==> src/rtl/window_3x3_gen.sv <==
// -----------------------------------------------------------------------------
// window_3x3_gen
//
// Streaming 3x3 window generator. It takes one pixel per accepted cycle in
// raster order and keeps the two previous rows in line buffers. For every
// stride-aligned position whose full 3x3 neighbourhood is available, it
// presents the neighbourhood on v1..v9 with a one-cycle out_valid strobe.
//
// Ports
//   clk        rising-edge clock
//   rst_n      asynchronous active-low reset
//   clear      synchronous frame restart; wins over in_valid (the pixel is dropped)
//   in_valid   in_data is accepted this cycle
//   in_data    pixel at the current (row, col), signed, passed through unmodified
//   out_valid  one-cycle pulse: v1..v9 hold a new window
//   v1..v9     window in row-major order, v1 = (r-2,c-2) ... v9 = (r,c)
//   frame_done one-cycle pulse after the last pixel of a frame is accepted
// -----------------------------------------------------------------------------
module window_3x3_gen #(
    parameter int DATA_W = 32,
    parameter int IMG_W  = 8,
    parameter int IMG_H  = 8,
    parameter int STRIDE = 1
) (
    input  logic              clk,
    input  logic              rst_n,
    input  logic              clear,
    input  logic              in_valid,
    input  logic [DATA_W-1:0] in_data,
    output logic              out_valid,
    output logic [DATA_W-1:0] v1,
    output logic [DATA_W-1:0] v2,
    output logic [DATA_W-1:0] v3,
    output logic [DATA_W-1:0] v4,
    output logic [DATA_W-1:0] v5,
    output logic [DATA_W-1:0] v6,
    output logic [DATA_W-1:0] v7,
    output logic [DATA_W-1:0] v8,
    output logic [DATA_W-1:0] v9,
    output logic              frame_done
);

    localparam int COL_W = $clog2(IMG_W);
    localparam int ROW_W = $clog2(IMG_H);
    localparam int PH_W  = 2;

    localparam logic [COL_W-1:0] COL_LAST  = COL_W'(IMG_W - 1);
    localparam logic [COL_W-1:0] COL_EMIT0 = COL_W'(2);
    localparam logic [ROW_W-1:0] ROW_LAST  = ROW_W'(IMG_H - 1);
    localparam logic [ROW_W-1:0] ROW_EMIT0 = ROW_W'(2);
    localparam logic [PH_W-1:0]  PH_LAST   = PH_W'(STRIDE - 1);
    localparam logic [PH_W-1:0]  PH_ZERO   = PH_W'(0);

    typedef logic [DATA_W-1:0] word_t;

    // Stride phase of the next position along one axis. Positions below 2
    // never emit, so the position that becomes index 2 always starts at phase 0.
    function automatic logic [PH_W-1:0] ph_next(input logic below_two, input logic [PH_W-1:0] ph);
        logic [PH_W-1:0] nxt;
        if (below_two) begin
            nxt = PH_ZERO;
        end else if (ph == PH_LAST) begin
            nxt = PH_ZERO;
        end else begin
            nxt = ph + PH_W'(1);
        end
        return nxt;
    endfunction

    logic [COL_W-1:0] col_q, col_d;
    logic [ROW_W-1:0] row_q, row_d;
    logic [PH_W-1:0]  cph_q, cph_d;   // (col-2) mod STRIDE for col >= 2
    logic [PH_W-1:0]  rph_q, rph_d;   // (row-2) mod STRIDE for row >= 2
    logic             out_valid_q, out_valid_d;
    logic             frame_done_q, frame_done_d;

    word_t lb1_q [IMG_W];             // row r-1
    word_t lb2_q [IMG_W];             // row r-2
    word_t win_q [9];                 // internal window, row-major
    word_t win_d [9];
    word_t v_q   [9];                 // output window register
    word_t v_d   [9];

    logic  accept_s;
    logic  emit_s;
    word_t lb1_rd_s;
    word_t lb2_rd_s;

    assign accept_s = in_valid & ~clear;
    assign lb1_rd_s = lb1_q[col_q];
    assign lb2_rd_s = lb2_q[col_q];
    assign emit_s   = accept_s && (row_q >= ROW_EMIT0) && (col_q >= COL_EMIT0) &&
                      (rph_q == PH_ZERO) && (cph_q == PH_ZERO);

    // Next-state: counters, stride phases, window shift and output load
    always_comb begin
        col_d        = col_q;
        row_d        = row_q;
        cph_d        = cph_q;
        rph_d        = rph_q;
        out_valid_d  = 1'b0;
        frame_done_d = 1'b0;
        for (int k = 0; k < 9; k++) begin
            win_d[k] = win_q[k];
            v_d[k]   = v_q[k];
        end

        if (clear) begin
            col_d = '0;
            row_d = '0;
            cph_d = PH_ZERO;
            rph_d = PH_ZERO;
        end else if (in_valid) begin
            // Shift columns left, load the right column from the buffers and input
            for (int r = 0; r < 3; r++) begin
                win_d[r*3]     = win_q[r*3 + 1];
                win_d[r*3 + 1] = win_q[r*3 + 2];
            end
            win_d[2] = lb2_rd_s;
            win_d[5] = lb1_rd_s;
            win_d[8] = in_data;

            if (emit_s) begin
                out_valid_d = 1'b1;
                for (int k = 0; k < 9; k++) begin
                    v_d[k] = win_d[k];
                end
            end else begin
                out_valid_d = 1'b0;
            end

            if (col_q == COL_LAST) begin
                col_d = '0;
                cph_d = PH_ZERO;
                if (row_q == ROW_LAST) begin
                    row_d        = '0;
                    rph_d        = PH_ZERO;
                    frame_done_d = 1'b1;
                end else begin
                    row_d = row_q + ROW_W'(1);
                    rph_d = ph_next(row_q < ROW_EMIT0, rph_q);
                end
            end else begin
                col_d = col_q + COL_W'(1);
                cph_d = ph_next(col_q < COL_EMIT0, cph_q);
            end
        end else begin
            out_valid_d  = 1'b0;
            frame_done_d = 1'b0;
        end
    end

    // Control, window and output registers
    always_ff @(posedge clk or negedge rst_n) begin
        if (!rst_n) begin
            col_q        <= '0;
            row_q        <= '0;
            cph_q        <= PH_ZERO;
            rph_q        <= PH_ZERO;
            out_valid_q  <= 1'b0;
            frame_done_q <= 1'b0;
            for (int k = 0; k < 9; k++) begin
                win_q[k] <= '0;
                v_q[k]   <= '0;
            end
        end else begin
            col_q        <= col_d;
            row_q        <= row_d;
            cph_q        <= cph_d;
            rph_q        <= rph_d;
            out_valid_q  <= out_valid_d;
            frame_done_q <= frame_done_d;
            for (int k = 0; k < 9; k++) begin
                win_q[k] <= win_d[k];
                v_q[k]   <= v_d[k];
            end
        end
    end

    // Line buffers: contents need no reset because emission needs two fresh rows
    always_ff @(posedge clk) begin
        if (accept_s) begin
            lb2_q[col_q] <= lb1_q[col_q];
            lb1_q[col_q] <= in_data;
        end
    end

    assign out_valid  = out_valid_q;
    assign frame_done = frame_done_q;
    assign v1 = v_q[0];
    assign v2 = v_q[1];
    assign v3 = v_q[2];
    assign v4 = v_q[3];
    assign v5 = v_q[4];
    assign v6 = v_q[5];
    assign v7 = v_q[6];
    assign v8 = v_q[7];
    assign v9 = v_q[8];

endmodule

==> config.mk <==
export PLATFORM = sky130hd
export DESIGN_NAME = window_3x3_gen
export DESIGN_NICKNAME = d
export VERILOG_FILES = /design/src/rtl/window_3x3_gen.sv
export SDC_FILE = /design/constraint.sdc
export NUM_CORES = 1
export LEC_CHECK = 0
export ABC_AREA = 1
export CAP_MARGIN = 20
export CORE_ASPECT_RATIO = 0.9
export CORE_MARGIN = 1
export CORE_UTILIZATION = 49
export CTS_CLUSTER_SIZE = 12
export DETAILED_ROUTE_END_ITERATION = 8
export PLACE_DENSITY_LB_ADDON = 0.05
export SETUP_SLACK_MARGIN = 0.05
export SLEW_MARGIN = 20
export SYNTH_ARGS = -nofsm -noshare
export SYNTH_HDL_FRONTEND = slang
export SYNTH_SLANG_ARGS = --single-unit
export TNS_END_PERCENT = 20
==> constraint.sdc <==
create_clock -name clk -period 10.2 [get_ports clk]
set_input_delay 3.06 -clock clk [delete_from_list [all_inputs] [get_ports clk]]
set_output_delay 3.06 -clock clk [all_outputs]
set_load 0.02 [all_outputs]
After elaboration in Yosys (flattened, before gate mapping)

Memory sizes are Yosys's and may differ from the RTL's.
Cells that the tools add are included.

Bits in registers: 492
RAM bits: 512
Input port bits: 36
Output and inout bits: 290
Word-level logic and storage cells: 73
Memories kept: 2

Add/sub/neg operators: 4
$lt $le $gt $ge: 4
Equality and inequality tests: 2
Mux-type cells: 27
Bitwise logic cells: 2
Reductions and logical operators: 11

Memory list:

| name  | depth | bits a word | rd ports | clocked after Yosys merged registers in | write ports | line | RTL |
|---|---|---|---|---|---|---|---|
| lb1_q | 8     | 32          | 1        | 0                                       | 1           | 77   | `word_t lb1_q [IMG_W];` |
| lb2_q | 8     | 32          | 1        | 0                                       | 1           | 78   | `word_t lb2_q [IMG_W];` |

Operators by type and width:

| operator              | number |
|---|---|
| $mux W2               | 11 |
| $mux W3               | 7 |
| $mux W1               | 9 |
| $add A3 B1 Y3 const B | 2 |
| $eq A3 B3 Y1 const B  | 2 |
| $ge A3 B2 Y1 const B  | 2 |
| $lt A3 B2 Y1 const B  | 2 |
| $add A2 B1 Y2 const B | 2 |
| $logic_and A1 B1 Y1   | 4 |
| $logic_not A2 Y1      | 2 |
| $reduce_and A2 Y1     | 2 |
| $reduce_bool A2 Y1    | 2 |
| $reduce_and A3 Y1     | 1 |
| $and A1 B1 Y1         | 1 |
| $not A1 Y1            | 1 |

Depth between registers and ports, before layout

Word-level depth: 9
Mapped depth: 13

Worst setup path after synthesis

OpenSTA, ideal clock, no wires.

Kind: input port to flip-flop
Start point: input clear
End point: memory lb1_q[0][0] (netlist name), enable pin
Setup time: 487 ps
Data arrival time: 6459 ps
Path slack: 3254 ps
Cell stages on the path: 6
Path buffers: 1
Cells stage by stage: inv_2 > nand2_2 > inv_1 > clkbuf_1 > nand2_1 > nor2_1

Word-level cells in the longest chain between the ends: 4

Ends and longest elaborated chain:

| item                          | line | RTL |
|---|---|---|
| from (decl)                   | 27   | `input logic clear,` |
| $not A1 Y1 (no line)          | --   |  |
| $and A1 B1 Y1                 | 89   | `assign accept_s = in_valid & ~clear;` |
| $mux W1                       | 182  | `if (accept_s) begin` |
| $mux W1 (not written as such) | 184  | `lb1_q[col_q] <= in_data;` |
| to (decl)                     | 77   |  |

Every way passes these cells.

Final worst setup path

Start point: input in_valid
End point: memory lb1_q[3][19] (netlist name), enable pin

Word-level cells in the longest chain between the ends: 3

Ends and longest elaborated chain:

| item                          | line | RTL |
|---|---|---|
| from (decl)                   | 28   | `input logic in_valid,` |
| $and A1 B1 Y1                 | 89   |  |
| $mux W1                       | 182  |  |
| $mux W1 (not written as such) | 184  |  |

Every way passes these cells.

==> flow_summary.yaml <==
outcome:
  status: "completed"
global_route:
  grt_max_degree: 216
  grt_pass1_vias: 25500
  grt_use_total: 0.255
  antenna_found_initial: 5
  grt_pass1_wl_um: 157000
  grt_overflow_total: 0
sta:
  finalSetupViolCount: 0
  finalCritPeriodShare: 0.661
  setup_tns_ns: 0
  tightest_slew_ns: 1.16
  rsz0062_at_grt: "no"
  fin_crit_ns: 6.75
  hold_viol: 0
  timing.fmax_mhz: 148
  fin_skew_ns: 0.0160
  slew_headroom: 0.226
  maxSlewViolCount: 0
synthesis:
  synth_top_family_by_area: "simple AND/OR/NAND/NOR gates"
  synth-compound-area-share: 0.0338
  synthMuxAreaShare: 0
  synth_area_per_cell_um2: 9.84
  seq_area_frac_synth: 0.694
  synth_fa_ha_area_frac: 0.00314
  netlist-cell-type-count: 21
  syn_inst: 4055
  synth_seq_cells: 1004
  synth.net_count: 4101
  netlist_area_um2: 39900
  synthSimpleGateAreaFrac: 0.204
  yosys_warnings: 0
  synth_xor_area_frac: 0
clock_tree:
  numClockSinks: 1004
  insertion_delay_ns: 0.66
  holdBufCountCts: 0
  cts_buffers: 102
  post-cts-setup-buffer-count: 0
  htreeDepth: 3
  cts_root_buffer: "clkbuf_16"
  cts_resized: 0
  cts_max_path_buffers: 3
  cts_tree: "built"
  cts.clk_slew.worst_paths_ns: 0.06
placement:
  place.gp.congestion: 0.775
  io_buffers: 325
  place_hpwl_um: 62200
  dp_cells: 5265
  dpl-instance-area_um2: 44000
worst_setup_path:
  cp_cell_sequence: "clkdlybuf4s50_1 > nand2_8 > inv_2 > buf_4 > nand2_1 > nor2_4 > buf_4"
  max_stage_delay_ns: 0.98
  reg2regPathDepth: 9
  cp_num_cells: 7
  critPathCaptureType: "flip-flop"
  critPathBufInv: 4
  critPathKind: "in2reg"
  worstReg2RegEnd: "v2[10]$_DFFE_PN0P_"
  cp.arrival_ns: 7.03
  r2r_slack_ns: 5.63
  cp_top_family: "buffers and inverters"
  crit_path_end: "lb1_q[3][19]$_DFFE_PP_"
  timing.rr.start: "col_q[1]$_DFFE_PN0P_"
  cp.required_ns: 10.49
  critPathLaunchType: "primary input"
  startpoint: "in_valid"
  slowest_stage: "nor2_4"
  path_common_cell: "buf_4"
  path_max_fanout: 137
route:
  drtPass1Iterations: 5
  drc: 0
  dr_total_vias: 26800
  wl_per_cell_um: 19.1
  antenna_left: 0
  drtIter0Drc: 2085
  viasPerCell: 4.92
  wl_um: 104000
pwr:
  powerDensity_nw_per_um2: 185
  ir_drop_mv: 0.153
  finalPower_mw: 8.70
  power.leakage_nw: 21.9
finish:
  antenna-diode-count: 0
  top_regs: "lb1_q x256, lb2_q x256, win_q x192"
  final_util: 0.587
  area_growth_pct: 17.9
  final_layout_size_suffix_gt1_frac: 0.0428
  stdcell_area_um2: 47000
  final_nets: 4365
  stdcell_count: 5439
floorplanning:
  coreArea_um2: 80100
  rows: 98
  die_area_um2: 82600
  start_util: 0.498
  die_w_um: 303
  ios: 326
  die_h_um: 273
hold_path:
  hold_path_depth: 2
  hp-class: "reg2reg"
flow_run:
  drv_cap: 0
==> layout by cell type, fill, tap and decap left out, drive strengths merged <==
master / synthesis / final
clkdlybuf4s50: 0 / 324
o22ai: 3 / 3
clkbuf: 102 / 146
o2111ai: 2 / 2
nand2: 1973 / 1973
clkinv: 0 / 27
bufinv: 0 / 1
nand3: 130 / 130
or2: 2 / 2
dfrtp: 492 / 492
nor2: 15 / 15
inv: 458 / 458
edfxtp: 512 / 512
ha: 10 / 10
buf: 94 / 32
o21ai: 262 / 262
==> cells by family after synthesis <==
family          count (synthesis)
compound gates                267
flops                        1004
buf+inv                       654
fa+ha+maj                      10
simple gates                 2120
==> how the worst min path moves through the flow <==
| stage | startpoint | end |
|---|---|---|
| final | v1[4]$_DFFE_PN0P_ | v1[4]$_DFFE_PN0P_ |
| after global routing | v1[10]$_DFFE_PN0P_ | v1[10]$_DFFE_PN0P_ |
| after CTS | win_q[146]$_DFFE_PN0N_ | v4[18]$_DFFE_PN0P_ |
| after detailed placement | v7[29]$_DFFE_PN0P_ | v7[29]$_DFFE_PN0P_ |
| after global placement | v1[12]$_DFFE_PN0P_ | v1[12]$_DFFE_PN0P_ |
| after floorplan | win_q[192]$_DFFE_PN0N_ | win_q[192]$_DFFE_PN0N_ |
==> final cells by class <==
class	instances	area, um2
fillers	6893	33000
flip-flops and latches	1004	27700
multi-input cells	2397	9700
repair buffers	356	3530
clock buffers	146	2890
inverters	458	1740
well taps	1050	1310
clock inverters	28	178
==> per-layer routing <==
| layer | share of wire | track usage | wire length (um) | vias up |
|---|---|---|---|---|
| li1 | - | - | - | 13100 |
| met1 | 0.43 | 0.343 | 44200 | 12700 |
| met2 | 0.48 | 0.416 | 49400 | 692 |
| met3 | 0.055 | 0.0420 | 5700 | 180 |
| met4 | 0.043 | 0.102 | 4420 | 4 |
| met5 | 0.00026 | 0 | 27 | - |
==> cell usage after synthesis, drive strengths merged <==
master | n | area [um2]
edfxtp | 512 | 15400
o22ai | 3 | 18.8
o21ai | 262 | 1310
inv | 458 | 1720
o2111ai | 2 | 17.5
clkbuf | 102 | 383
nor2 | 15 | 71.3
buf | 94 | 493
ha | 10 | 125
or2 | 2 | 12.5
nand2 | 1973 | 7410
dfrtp | 492 | 12300
nand3 | 130 | 651
==> per-stage QoR <==
stage          setup slack, ns  hold slack (ns)
3_3_place_gp              2.79            0.455
5_1_grt                   3.20            0.482
2_1_floorplan             3.25            0.449
3_5_place_dp              2.76            0.458
6_report                  3.45            0.467
4_1_cts                   3.46            0.468
==> tightest hold or removal path, stage by stage (launching register included) <==
cell,delay [ns]
dfrtp_1,0.34
nand2_1,0.05
nand2_1,0.04
==> power breakdown <==
part           switching (mW)  total [mW]  internal (mW)
clock                    1.52        3.49           1.98
combinational           0.505       0.649          0.143
sequential             0.0836        4.56           4.47
(Power assumes the default switching activity.)
